### config.mk
export PLATFORM = sky130hd
export DESIGN_NAME = period_sync_gen
export DESIGN_NICKNAME = d
export VERILOG_FILES = /design/src/rtl/sync_pkg.sv /design/src/rtl/period_tol_cmp.sv /design/src/rtl/period_sync_gen.sv
export SDC_FILE = /design/constraint.sdc
export NUM_CORES = 1
export LEC_CHECK = 0
export CAP_MARGIN = 20
export CORE_MARGIN = 3
export CORE_UTILIZATION = 60
export CTS_BUF_LIST = sky130_fd_sc_hd__clkbuf_2 sky130_fd_sc_hd__clkbuf_4 sky130_fd_sc_hd__clkbuf_8
export CTS_CLUSTER_SIZE = 14
export DETAILED_ROUTE_END_ITERATION = 8
export PLACE_DENSITY = 0.9
export SLEW_MARGIN = 20
export SYNTH_ARGS = -nofsm -noshare
export SYNTH_HDL_FRONTEND = slang
export SYNTH_SLANG_ARGS = --single-unit
### constraint.sdc
create_clock -name clk -period 15.8 [get_ports clk]
set_clock_uncertainty 0.05 [all_clocks]
set_input_delay 2.37 -clock clk [delete_from_list [all_inputs] [get_ports clk]]
set_output_delay 2.37 -clock clk [all_outputs]
set_load 0.05 [all_outputs]
### src/rtl/sync_pkg.sv
// sync_pkg: encodings and defaults shared by the period detector and the sync generator.
package sync_pkg;

  localparam int PERIOD_W_DEF = 16;

  typedef enum logic [1:0] {
    ST_IDLE    = 2'd0,
    ST_ACQUIRE = 2'd1,
    ST_LOCKED  = 2'd2
  } sync_state_e;

endpackage

### src/rtl/period_tol_cmp.sv
// period_tol_cmp: combinational |a - b| <= TOL test. The difference is taken one
// bit wider than the operands so that it cannot wrap.
module period_tol_cmp #(
  parameter int W   = 16,
  parameter int TOL = 2
) (
  input  logic [W-1:0] a_i,
  input  logic [W-1:0] b_i,
  output logic         match_o
);

  logic [W:0] a_x;
  logic [W:0] b_x;
  logic [W:0] diff;

  assign a_x     = {1'b0, a_i};
  assign b_x     = {1'b0, b_i};
  assign diff    = (a_x >= b_x) ? (a_x - b_x) : (b_x - a_x);
  assign match_o = (diff <= (W+1)'(TOL));

endmodule

### src/rtl/period_sync_gen.sv
// period_sync_gen: qualifies measured test-signal periods until stable, then holds
// lock and regenerates a phase-aligned sync pulse train that free-runs across short
// gaps in the test-signal edges.
//
//   state      | meaning
//   -----------+----------------------------------------------------------------
//   ST_IDLE    | block disabled or just out of reset, all outputs low
//   ST_ACQUIRE | collecting consecutive in-tolerance periods to build confidence
//   ST_LOCKED  | period accepted, phase counter running, sync pulses generated
module period_sync_gen
  import sync_pkg::*;
#(
  parameter int PERIOD_W = PERIOD_W_DEF,
  parameter int TOL      = 2,
  parameter int LOCK_CNT = 4,
  parameter int MISS_MAX = 3,
  parameter int HOLD_MAX = 3,
  parameter int PULSE_W  = 2
) (
  input  logic                clk,
  input  logic                rst,
  input  logic                enable,
  input  logic [PERIOD_W-1:0] period_in,
  input  logic                period_valid,
  input  logic                edge_in,
  output logic                sync_out,
  output logic                locked,
  output logic [PERIOD_W-1:0] period_out,
  output logic                lost
);

  localparam int MC_W = $clog2(LOCK_CNT + 1);
  localparam int MS_W = $clog2(MISS_MAX + 1);
  localparam int HD_W = $clog2(HOLD_MAX + 1);

  sync_state_e         state_q, state_d;
  logic [PERIOD_W-1:0] ref_q, ref_d;
  logic [MC_W-1:0]     match_cnt_q, match_cnt_d;
  logic [MS_W-1:0]     miss_cnt_q, miss_cnt_d;
  logic [HD_W-1:0]     hold_cnt_q, hold_cnt_d;
  logic [PERIOD_W-1:0] phase_q, phase_d;
  logic [PERIOD_W-1:0] cur_per_q, cur_per_d;
  logic [PERIOD_W-1:0] period_out_q, period_out_d;
  logic                sync_q, sync_d;
  logic                locked_q, locked_d;
  logic                lost_q, lost_d;

  logic                sample_ok;
  logic [PERIOD_W-1:0] cmp_ref;
  logic                tol_match;
  logic [MC_W-1:0]     acq_cnt_nxt;
  logic                acq_lock;
  logic                nat_wrap;
  logic                restart;
  logic                hold_drop;
  logic                miss_drop;
  logic                drop;

  // Periods too short to carry a full pulse plus a low cycle are never trusted.
  assign sample_ok = period_valid
                     && (period_in >= PERIOD_W'(2))
                     && (period_in >= PERIOD_W'(PULSE_W + 1));

  // One comparator serves both paths: last sample while acquiring, accepted period while locked.
  assign cmp_ref = (state_q == ST_LOCKED) ? period_out_q : ref_q;

  period_tol_cmp #(
    .W   (PERIOD_W),
    .TOL (TOL)
  ) u_tol_cmp (
    .a_i     (period_in),
    .b_i     (cmp_ref),
    .match_o (tol_match)
  );

  assign acq_cnt_nxt = ((match_cnt_q == '0) || !tol_match) ? MC_W'(1)
                                                           : (match_cnt_q + MC_W'(1));
  assign acq_lock    = (state_q == ST_ACQUIRE) && sample_ok
                       && (acq_cnt_nxt == MC_W'(LOCK_CNT));

  // The active period only changes at a restart, so a period update never cuts a cycle short.
  assign nat_wrap  = (state_q == ST_LOCKED) && (phase_q == (cur_per_q - PERIOD_W'(1)));
  assign restart   = nat_wrap || edge_in;
  assign hold_drop = nat_wrap && !edge_in
                     && ((hold_cnt_q + HD_W'(1)) == HD_W'(HOLD_MAX));
  assign miss_drop = (state_q == ST_LOCKED) && sample_ok && !tol_match
                     && ((miss_cnt_q + MS_W'(1)) == MS_W'(MISS_MAX));
  assign drop      = hold_drop || miss_drop;

  // State register.
  always_ff @(posedge clk or posedge rst) begin
    if (rst) begin
      state_q <= ST_IDLE;
    end else begin
      state_q <= state_d;
    end
  end

  // Next-state decode; disable wins over every other condition.
  always_comb begin
    state_d = state_q;
    if (!enable) begin
      state_d = ST_IDLE;
    end else begin
      unique case (state_q)
        ST_IDLE:    state_d = ST_ACQUIRE;
        ST_ACQUIRE: if (acq_lock) state_d = ST_LOCKED;
        ST_LOCKED:  if (drop) state_d = ST_ACQUIRE;
        default:    state_d = ST_IDLE;
      endcase
    end
  end

  // Counter and output next values for each state.
  always_comb begin
    ref_d        = ref_q;
    match_cnt_d  = match_cnt_q;
    miss_cnt_d   = miss_cnt_q;
    hold_cnt_d   = hold_cnt_q;
    phase_d      = phase_q;
    cur_per_d    = cur_per_q;
    period_out_d = period_out_q;
    locked_d     = 1'b0;
    lost_d       = 1'b0;
    sync_d       = 1'b0;

    if (!enable) begin
      ref_d        = '0;
      match_cnt_d  = '0;
      miss_cnt_d   = '0;
      hold_cnt_d   = '0;
      phase_d      = '0;
      cur_per_d    = '0;
      period_out_d = '0;
    end else begin
      unique case (state_q)
        ST_IDLE: begin
          ref_d       = '0;
          match_cnt_d = '0;
          miss_cnt_d  = '0;
          hold_cnt_d  = '0;
          phase_d     = '0;
          cur_per_d   = '0;
        end
        ST_ACQUIRE: begin
          if (sample_ok) begin
            ref_d       = period_in;
            match_cnt_d = acq_cnt_nxt;
          end
          if (acq_lock) begin
            ref_d        = '0;
            match_cnt_d  = '0;
            miss_cnt_d   = '0;
            hold_cnt_d   = '0;
            phase_d      = '0;
            cur_per_d    = period_in;
            period_out_d = period_in;
            locked_d     = 1'b1;
          end
        end
        ST_LOCKED: begin
          if (sample_ok) begin
            if (tol_match) begin
              period_out_d = period_in;
              miss_cnt_d   = '0;
            end else begin
              miss_cnt_d = miss_cnt_q + MS_W'(1);
            end
          end
          if (edge_in) begin
            hold_cnt_d = '0;
          end else if (nat_wrap) begin
            hold_cnt_d = hold_cnt_q + HD_W'(1);
          end
          if (restart) begin
            phase_d   = '0;
            cur_per_d = period_out_d;
          end else begin
            phase_d = phase_q + PERIOD_W'(1);
          end
          if (drop) begin
            ref_d       = '0;
            match_cnt_d = '0;
            miss_cnt_d  = '0;
            hold_cnt_d  = '0;
            phase_d     = '0;
            cur_per_d   = '0;
            lost_d      = 1'b1;
          end else begin
            locked_d = 1'b1;
          end
        end
        default: ;
      endcase
    end

    sync_d = locked_d && (phase_d < PERIOD_W'(PULSE_W));
  end

  // Datapath and output registers.
  always_ff @(posedge clk or posedge rst) begin
    if (rst) begin
      ref_q        <= '0;
      match_cnt_q  <= '0;
      miss_cnt_q   <= '0;
      hold_cnt_q   <= '0;
      phase_q      <= '0;
      cur_per_q    <= '0;
      period_out_q <= '0;
      sync_q       <= 1'b0;
      locked_q     <= 1'b0;
      lost_q       <= 1'b0;
    end else begin
      ref_q        <= ref_d;
      match_cnt_q  <= match_cnt_d;
      miss_cnt_q   <= miss_cnt_d;
      hold_cnt_q   <= hold_cnt_d;
      phase_q      <= phase_d;
      cur_per_q    <= cur_per_d;
      period_out_q <= period_out_d;
      sync_q       <= sync_d;
      locked_q     <= locked_d;
      lost_q       <= lost_d;
    end
  end

  assign sync_out   = sync_q;
  assign locked     = locked_q;
  assign period_out = period_out_q;
  assign lost       = lost_q;

endmodule
---- Word level (Yosys, flattened, before mapping) ----
Index checks and enable logic that the tools add are counted.
word-level totals
  register bits ........................... 76
  input bits .............................. 21
  output and inout port bits .............. 19
  logic and storage cells ................. 110
cells by class
  $add $sub $neg .......................... 7
  $lt $le $gt $ge ......................... 5
  equality and inequality tests ........... 14
  mux-type cells .......................... 49
  reductions and logical operators ........ 24
operator list
  cell                                                                                  number
  16-bit two-way mux                                                                    16
  16-bit one-hot mux with 3 select lines                                                3
  16-bit by 16-bit subtractor with 17-bit output                                        2
  16-bit by 2-bit greater-or-equal comparator with 1-bit output, second input constant  2
  16-bit one-hot mux with 2 select lines                                                1
  2-bit two-way mux                                                                     12
  2-bit one-hot mux with 3 select lines                                                 3
  17-bit by 2-bit less-or-equal comparator with 1-bit output, second input constant     1
  17-bit two-way mux                                                                    1
  16-bit by 1-bit adder with 16-bit output, second input constant                       1
  16-bit == test                                                                        1
  16-bit greater-or-equal comparator                                                    1
  16-bit by 2-bit < comparator with 1-bit output, second input constant                 1
  16-bit by 1-bit subtractor with 16-bit output, second input constant                  1
  3-bit two-way mux                                                                     5
  4-bit != test, second input constant                                                  3
  3-bit AND reduction                                                                   4
  1-bit logical AND                                                                     11
  3-bit one-hot mux with 3 select lines                                                 1
  2-bit == test, second input constant                                                  3
  1-bit two-way mux                                                                     6
  3-bit != test, second input constant                                                  2
  5-bit != test, second input constant                                                  1
  2-bit by 1-bit adder with 2-bit output, second input constant                         2
  other kinds (11)                                                                      15

---- Logic depth before layout (Yosys ltp) ----
Gate-level depths: netlist (run 1).
  depth after elaboration ................. 15
  mapped depth ............................ 23

---- Cells and area by module ----
From an unflattened synthesis (run 1), not the netlist that was laid out.
unflattened totals
  cells, all modules ...................... 821
  area total of the unflattened synthesis .. 6,650.1 µm²
by module, submodules not included
  module           instances  cells an instance  area an instance (µm²)
  period_sync_gen  1          551                4,822.1
  period_tol_cmp   1          270                1,828.0

---- Worst setup path before layout (run 1) ----
No wires, ideal clock.
  path type ............................... input to register
  from .................................... input port period_in[0]
  to ...................................... register cur_per_q[0]
  arrival time ............................ 5.719 ns
  required time ........................... 15.629 ns
  setup slack ............................. 9.910 ns
  stages on the path ...................... 18
  buffers on the path ..................... 3
  path through ............................ inv_1 -> ha_1 -> fa_1 -> nor2b_4 -> o21ai_2 -> a311oi_1 -> o21ai_0 -> a211oi_2 -> or3b_4 -> a21oi_4 -> nand4_4 -> buf_6 -> or2_4 -> and2_1 -> buf_6 -> buf_6 -> a22o_1 -> a22o_1
between the ends
  longest elaborated chain between the ends .. 10
  elaborated cells on any way between the ends .. 29
  those cells by class .................... add/sub (2); order compare (4); eq/ne (3); mux (9); reduce/logical (11)
RTL lines
  what                                                                                                    line                                           source
  start, declared                                                                                         period_sync_gen.sv:23                          input logic [PERIOD_W-1:0] period_in,
  16-bit by 16-bit subtractor with 17-bit output, or another cell as far along                            period_tol_cmp.sv:18                           assign diff = (a_x >= b_x) ? (a_x - b_x) : (b_x - a_x);
  17-bit two-way mux / 1-bit logical AND (equally long branches)                                          period_tol_cmp.sv:18, period_sync_gen.sv:61
  17-bit by 2-bit less-or-equal comparator with 1-bit output / 1-bit logical AND (equally long branches)  period_tol_cmp.sv:19, period_sync_gen.sv:62
  1-bit zero test / 1-bit logical AND (equally long branches)                                             period_sync_gen.sv:76, period_sync_gen.sv:86
  1-bit logical OR / 1-bit logical AND (equally long branches)                                            period_sync_gen.sv:76, period_sync_gen.sv:86
  3-bit two-way mux / 1-bit logical AND (equally long branches)                                           period_sync_gen.sv:76, period_sync_gen.sv:87
  3-bit == test / 1-bit logical OR (equally long branches)                                                period_sync_gen.sv:79, period_sync_gen.sv:88
  1-bit logical AND / 16-bit two-way mux (equally long branches)                                          period_sync_gen.sv:79, period_sync_gen.sv:181
  3-bit != test (no line) / 16-bit one-hot mux with 3 select lines (equally long branches)                -
  3-bit AND reduction (no line) / 16-bit two-way mux (equally long branches)                              -
  end signal, assigned                                                                                    period_sync_gen.sv:219                         cur_per_q <= cur_per_d;
  end, declared                                                                                           period_sync_gen.sv:42                          logic [PERIOD_W-1:0] cur_per_q, cur_per_d;
Several ways; a longest one is shown, not always the timed one. The select of a mux whose other input is x is not followed.
A chain may end at the register's enable or synchronous reset.

---- Worst setup path after layout (run 1) ----
  from .................................... input port period_in[6]
  to ...................................... register cur_per_q[7]
The elaborated chain is that of the path after synthesis.

==> results of run 1 <==
==> metal layers <==
metal / vias up / part of all wire / GRT usage
li1: 2702 / - / -
met1: 2957 / 0.42 / 0.446
met2: 342 / 0.46 / 0.492
met3: 41 / 0.094 / 0.0630
met4: 0 / 0.019 / 0.0837
met5: - / 0 / 0
==> sequential cells by signal, summed over array words and instances, names as in the netlist <==
register and cells:
match_cnt_q 3, cur_per_q 16, ref_q 16, sync_out 1, locked 1, phase_q 16
state_q 2, period_out 16, miss_cnt_q 2, hold_cnt_q 2, lost 1
==> kinds of logic (layout without fill, tap and decap cells) <==
logic type,after synthesis,count (layout)
xor gates and xnor gates,34,34
and+or+nand+nor,221,221
AOI/OAI and AO/OA,218,218
muxes,44,44
DFF,76,76
adders and majority gates,44,44
buffers and inverters,96,109
==> stage by stage <==
step	instances	utilization	hold WS [ps]
2_1_floorplan	733	-	403
4_1_cts	882	0.672	460
3_5_place_dp	867	0.656	440
5_1_grt	882	0.672	489
6_report	882	0.672	457
3_3_place_gp	867	0.656	415
==> area by class of cell <==
class                      count  area [um2]  area share
inverter                      53         199      0.0283
timing repair buffer          41         400      0.0570
multi-input combinational    561        4200       0.597
clock buffer                  10         131      0.0187
tap                          136         170      0.0242
clock inverter                 5        30.0     0.00427
sequential                    76        1900       0.271
==> Yosys cell counts (8+ instances only) <==
cell type,instances,area share
nand2_1,49,0.028
buf_4,9,0.010
ha_1,42,0.080
inv_1,53,0.030
mux2i_1,25,0.038
clkbuf_1,21,0.012
nor4_1,11,0.011
nor2b_1,24,0.023
xor2_1,18,0.024
mux2_2,19,0.033
dfrtp_1,76,0.29
o21ai_0,29,0.022
nor3_1,14,0.011
nand4_1,11,0.011
nand3_1,14,0.011
a21o_1,15,0.017
a31oi_1,9,0.0086
nor2_1,41,0.024
a22o_1,51,0.068
xnor2_1,16,0.021
nand3b_1,8,0.0092
a21oi_1,34,0.026
==> critical path, stage by stage <==
cell             delay [ps]
clkdlybuf4s50_1         590
inv_1                    80
ha_1                    470
a21oi_1                 330
o211a_1                 200
o21ai_1                 180
a221oi_1                610
a21boi_1                140
a221oi_1                460
a21oi_2                 100
a41o_1                  370
nand2_1                 400
nand3_1                 680
nor2_2                  790
a22o_1                  260
==> path summary, 6_finish.rpt <==
| path | from | end | slack, ps | depth (start not counted) |
|---|---|---|---|---|
| hold reg to reg | ref_q[10] | ref_q[10] | 460 | 1 |
| min in group asynchronous | rst | miss_cnt_q[0] | 2560 | 3 |
| setup / recovery | period_in[6] | cur_per_q[7] | 7990 | 15 |
| hold / removal | ref_q[10] | ref_q[10] | 460 | 1 |
| max in group asynchronous | rst | ref_q[7] | 12480 | 3 |
| setup reg to reg | state_q[0] | cur_per_q[7] | 9320 | 17 |
==> where the power goes <==
part,internal (mW),leakage (nW),total (mW),switching (mW)
logic,0.0571,2.11,0.150,0.0933
registers,0.199,1.05,0.203,0.00439
clock network,0.0571,0.0813,0.133,0.0758
total,0.313,3.24,0.486,0.173
==> results.cfg, run 1 <==
[outcome]
outcome = complete, no violations

[grt]
grt_pass1_vias = 5865
grt_usage = 0.315
grt_pass1_wl_mm = 31.5
antenna_found_initial = 0
grt_max_degree = 77
grt-ovfl-total = 0

[synthesis]
yosys.area_share.adder = 0.0865
yosys.area_share.xor_xnor = 0.0455
synth_seq_cells = 76
synth_cell_type_count = 84
synthArstFlopShare = 1.00
synthSimpleGateAreaFrac = 0.187
synth_area_um2 = 6540
synth_mux_area_frac = 0.0710
synth_top_flop_cell = dfrtp_1
synth_top_family_by_area = compound AO/OA/AOI/OAI gates
yosys_warnings = 0
syn_nets = 798
yosysSeqAreaShare = 0.291
netlist_instances = 733
synth.avg_cell_area_um2 = 8.92
synth_compound_area_frac = 0.249
synth_edf_count = 0

[flow_run]
maxCapViolations = 0

[drt]
wl_per_cell_um = 21.6
drc = 0
drtPass1Iterations = 5
viasPerCell = 6.85
vias = 6042
totalWireLength_mm = 19.1
antenna_left = 0
drt_iter0_markers = 593

[cells_and_area]
fin_area_um2 = 7030
final_net_count = 807
fillers = 869
final_cell_mix = dfrtp_1, inv_1, a22o_1, nand2_1, ha_1
antennaDiodeCount = 0
final_common_cell = dfrtp_1
layout-drive-gt1-share = 0.0979
area_delta_synth_final_pct = 7.48

[timing]
finalCriticalPeriod_ps = 7810
grt_setup_unrepaired = no
max_freq_ghz = 0.128
period_share = 0.494
relSlewSlack = 0.341
finalSetupViolCount = 0
finalSetupTns_ps = 0
final-hold-violation-count = 0
drv_slew = 0
fin_ws_ps = 7990
worst_pin_slew_ps = 989

[worst_setup_path]
cp-start-kind = input port
setup.worst_path.end_class = flop
crit_fanout = 21
cp.arrival_ps = 8050
critPathKind = input port to flop
crit_required_ps = 16040

[floorplanning]
ios = 40
start_util = 0.625
design.die.area_um2 = 12200
fp.coreArea_um2 = 10500
die_x_um = 110
die_h_um = 110
row_count = 37

[min_path]
worstHoldPathType = flop to flop

[placement]
dp_hpwl_mm = 14.1
place_ws_ps = 7730
post_dp_cell_area_um2 = 6870
portBuffers = 39
routabilityCongestion = 1.09

[clock_tree]
clockBufferDepth = 2
cts_buffers = 9
clock_latency_ps = 360
post_cts_resized = 0
hold_buffers = 0
path_clk_slew_ps = 80
root_buffer = clkbuf_8
post-cts-setup-buffer-count = 0
cts_num_sinks = 76
h-tree-depth = 3
cts_tree = built

[pwr]
leakagePower_nw = 3.24
ir_drop_mv = 0.0471
powerDensity_nw_per_um2 = 69.2
total_power_mw = 0.486
Note: power is estimated with default switching activity, not from simulation.
==> inputs of run 2 (changes only) <==
==> constraint.sdc (replaced) <==
create_clock -name clk -period 8.19 [get_ports clk]
set_clock_uncertainty 0.05 [all_clocks]
set_input_delay 1.2285 -clock clk [delete_from_list [all_inputs] [get_ports clk]]
set_output_delay 1.2285 -clock clk [all_outputs]
set_load 0.05 [all_outputs]
==> run 2 against run 1 <==
Via count decreased by 1.2%. Clock power increased to 2.5 times the previous value. Global-route usage decreased by 1.0 points. Hold slack improved by 1.5 ps. Largest cell class unchanged. Highest routed layer unchanged. Critical path type unchanged. First-iteration DRC count increased by 16%. Setup slack got worse by 6200 ps. Sequential power increased by 93%.
==> results.cfg, run 2 (synthesis gave the netlist of run 1 again) <==
[floorplanning]
ios = 40
die_x_um = 110
start_util = 0.625
row_count = 37
die_h_um = 110
design.die.area_um2 = 12200
fp.coreArea_um2 = 10500

[clock_tree]
clock_latency_ps = 370
clockBufferDepth = 2
h-tree-depth = 3
cts_tree = built
cts_num_sinks = 76
path_clk_slew_ps = 80
root_buffer = clkbuf_8
post_cts_resized = 0
hold_buffers = 0
post-cts-setup-buffer-count = 0
cts_buffers = 9

[timing]
finalCriticalPeriod_ps = 6420
finalSetupTns_ps = 0
max_freq_ghz = 0.156
drv_slew = 0
period_share = 0.784
worst_pin_slew_ps = 970
grt_setup_unrepaired = no
final-hold-violation-count = 0
finalSetupViolCount = 0
relSlewSlack = 0.353

[worst_setup_path]
critPathKind = input port to flop
cp.arrival_ps = 6670
cp-start-kind = input port
crit_path_max_incr_delay_ps = 730
crit_required_ps = 8440
setup.worst_path.end_class = flop
crit_fanout = 21
crit_path_cell_trace = clkdlybuf4s50_1 -> inv_1 -> ha_1 -> a21o_1 -> a31oi_1 -> o211ai_2 -> a21oi_2 -> mux2_2 -> o2bb2ai_1 -> a21oi_4 -> a41o_1 -> nand2_1 -> nand3_1 -> nor2_2 -> a22o_1
slowest_stage = nor2_2

[drt]
totalWireLength_mm = 18.8
vias = 5969
viasPerCell = 6.76
wl_per_cell_um = 21.3
drtPass1Iterations = 6
antenna_left = 0
drc = 0
drt_iter0_markers = 690

[cells_and_area]
area_delta_synth_final_pct = 8.57
antennaDiodeCount = 0
layout-drive-gt1-share = 0.100
final_common_cell = dfrtp_1
final_net_count = 807
final_cell_mix = dfrtp_1, inv_1, a22o_1, nand2_1
fin_area_um2 = 7100

[grt]
grt_pass1_vias = 5616
grt_max_degree = 77
grt_pass1_wl_mm = 30.2
antenna_found_initial = 0
grt-ovfl-total = 0
grt_usage = 0.304

[pwr]
ir_drop_mv = 0.143
leakagePower_nw = 3.27
powerDensity_nw_per_um2 = 143

[outcome]
outcome = complete, no violations

[placement]
dp_hpwl_mm = 13.9
routabilityCongestion = 0.979
post_dp_cell_area_um2 = 6870
portBuffers = 39

[flow_run]
maxCapViolations = 0

[min_path]
worstHoldPathType = flop to flop
==> run 2: cell count changes in the layout (fill, tap and decap cells not counted), sizes merged <==
cell / before / now
bufinv: 0 / 2
clkbuf: 10 / 11
clkinv: 3 / 2
clkinvlp: 2 / 1
==> run 2: through the flow <==
| stage | util | power, mW | hold slack, ps | std cells | worst slack [ps] |
|---|---|---|---|---|---|
| global placement | 0.656 | 0.677 | 419 | 867 | 1700 |
| detailed placement | 0.656 | 0.680 | 433 | 867 | 1520 |
| CTS | 0.678 | 1.02 | 456 | 883 | 1570 |
| global route | 0.679 | 1.06 | 475 | 883 | 1380 |
| floorplan | - | 0.613 | 403 | 733 | 3010 |
| finish | 0.679 | 1.02 | 459 | 883 | 1770 |
==> run 2: critical path, delay by kind of cell <==
family	cells	cell delay, ps
mux	1	410
fa+ha+maj	1	490
simple gates	3	1690
compound gates	8	2090
buf+inv	2	760
==> run 2: where the power goes <==
part	switching [mW]	internal [mW]
Sequential	0.00847	0.383
Clock	0.152	0.184
Combinational	0.178	0.111
Total	0.338	0.679
==> run 2: worst paths after layout <==
check	slack, ps	cells after the start	startpoint	end
worst min-delay path	460	1	ref_q[7]	ref_q[7]
worst max-delay path	1770	15	period_in[10]	cur_per_q[10]
max in group asynchronous	6040	3	rst	ref_q[11]
min in group asynchronous	1410	3	rst	state_q[0]
worst max register to register	1840	16	state_q[0]	cur_per_q[10]
worst min register to register	460	1	ref_q[7]	ref_q[7]
==> run 2: layout make-up <==
class                   instances  area, um2
flip-flops and latches         76       1900
repair buffers                 41        400
multi-input cells             561       4200
clock buffers                  11        145
inverters                      53        199
well taps                     136        170
fillers                       828       3360
clock inverters                 5       85.1
==> run 2: layer usage <==
layer  vias up  track usage  wire, um
met5         -            0         0
met4         0       0.0878       398
met3        41       0.0559      1500
met2       296        0.477      8800
met1      2932        0.431      8080
li1       2700            -         -
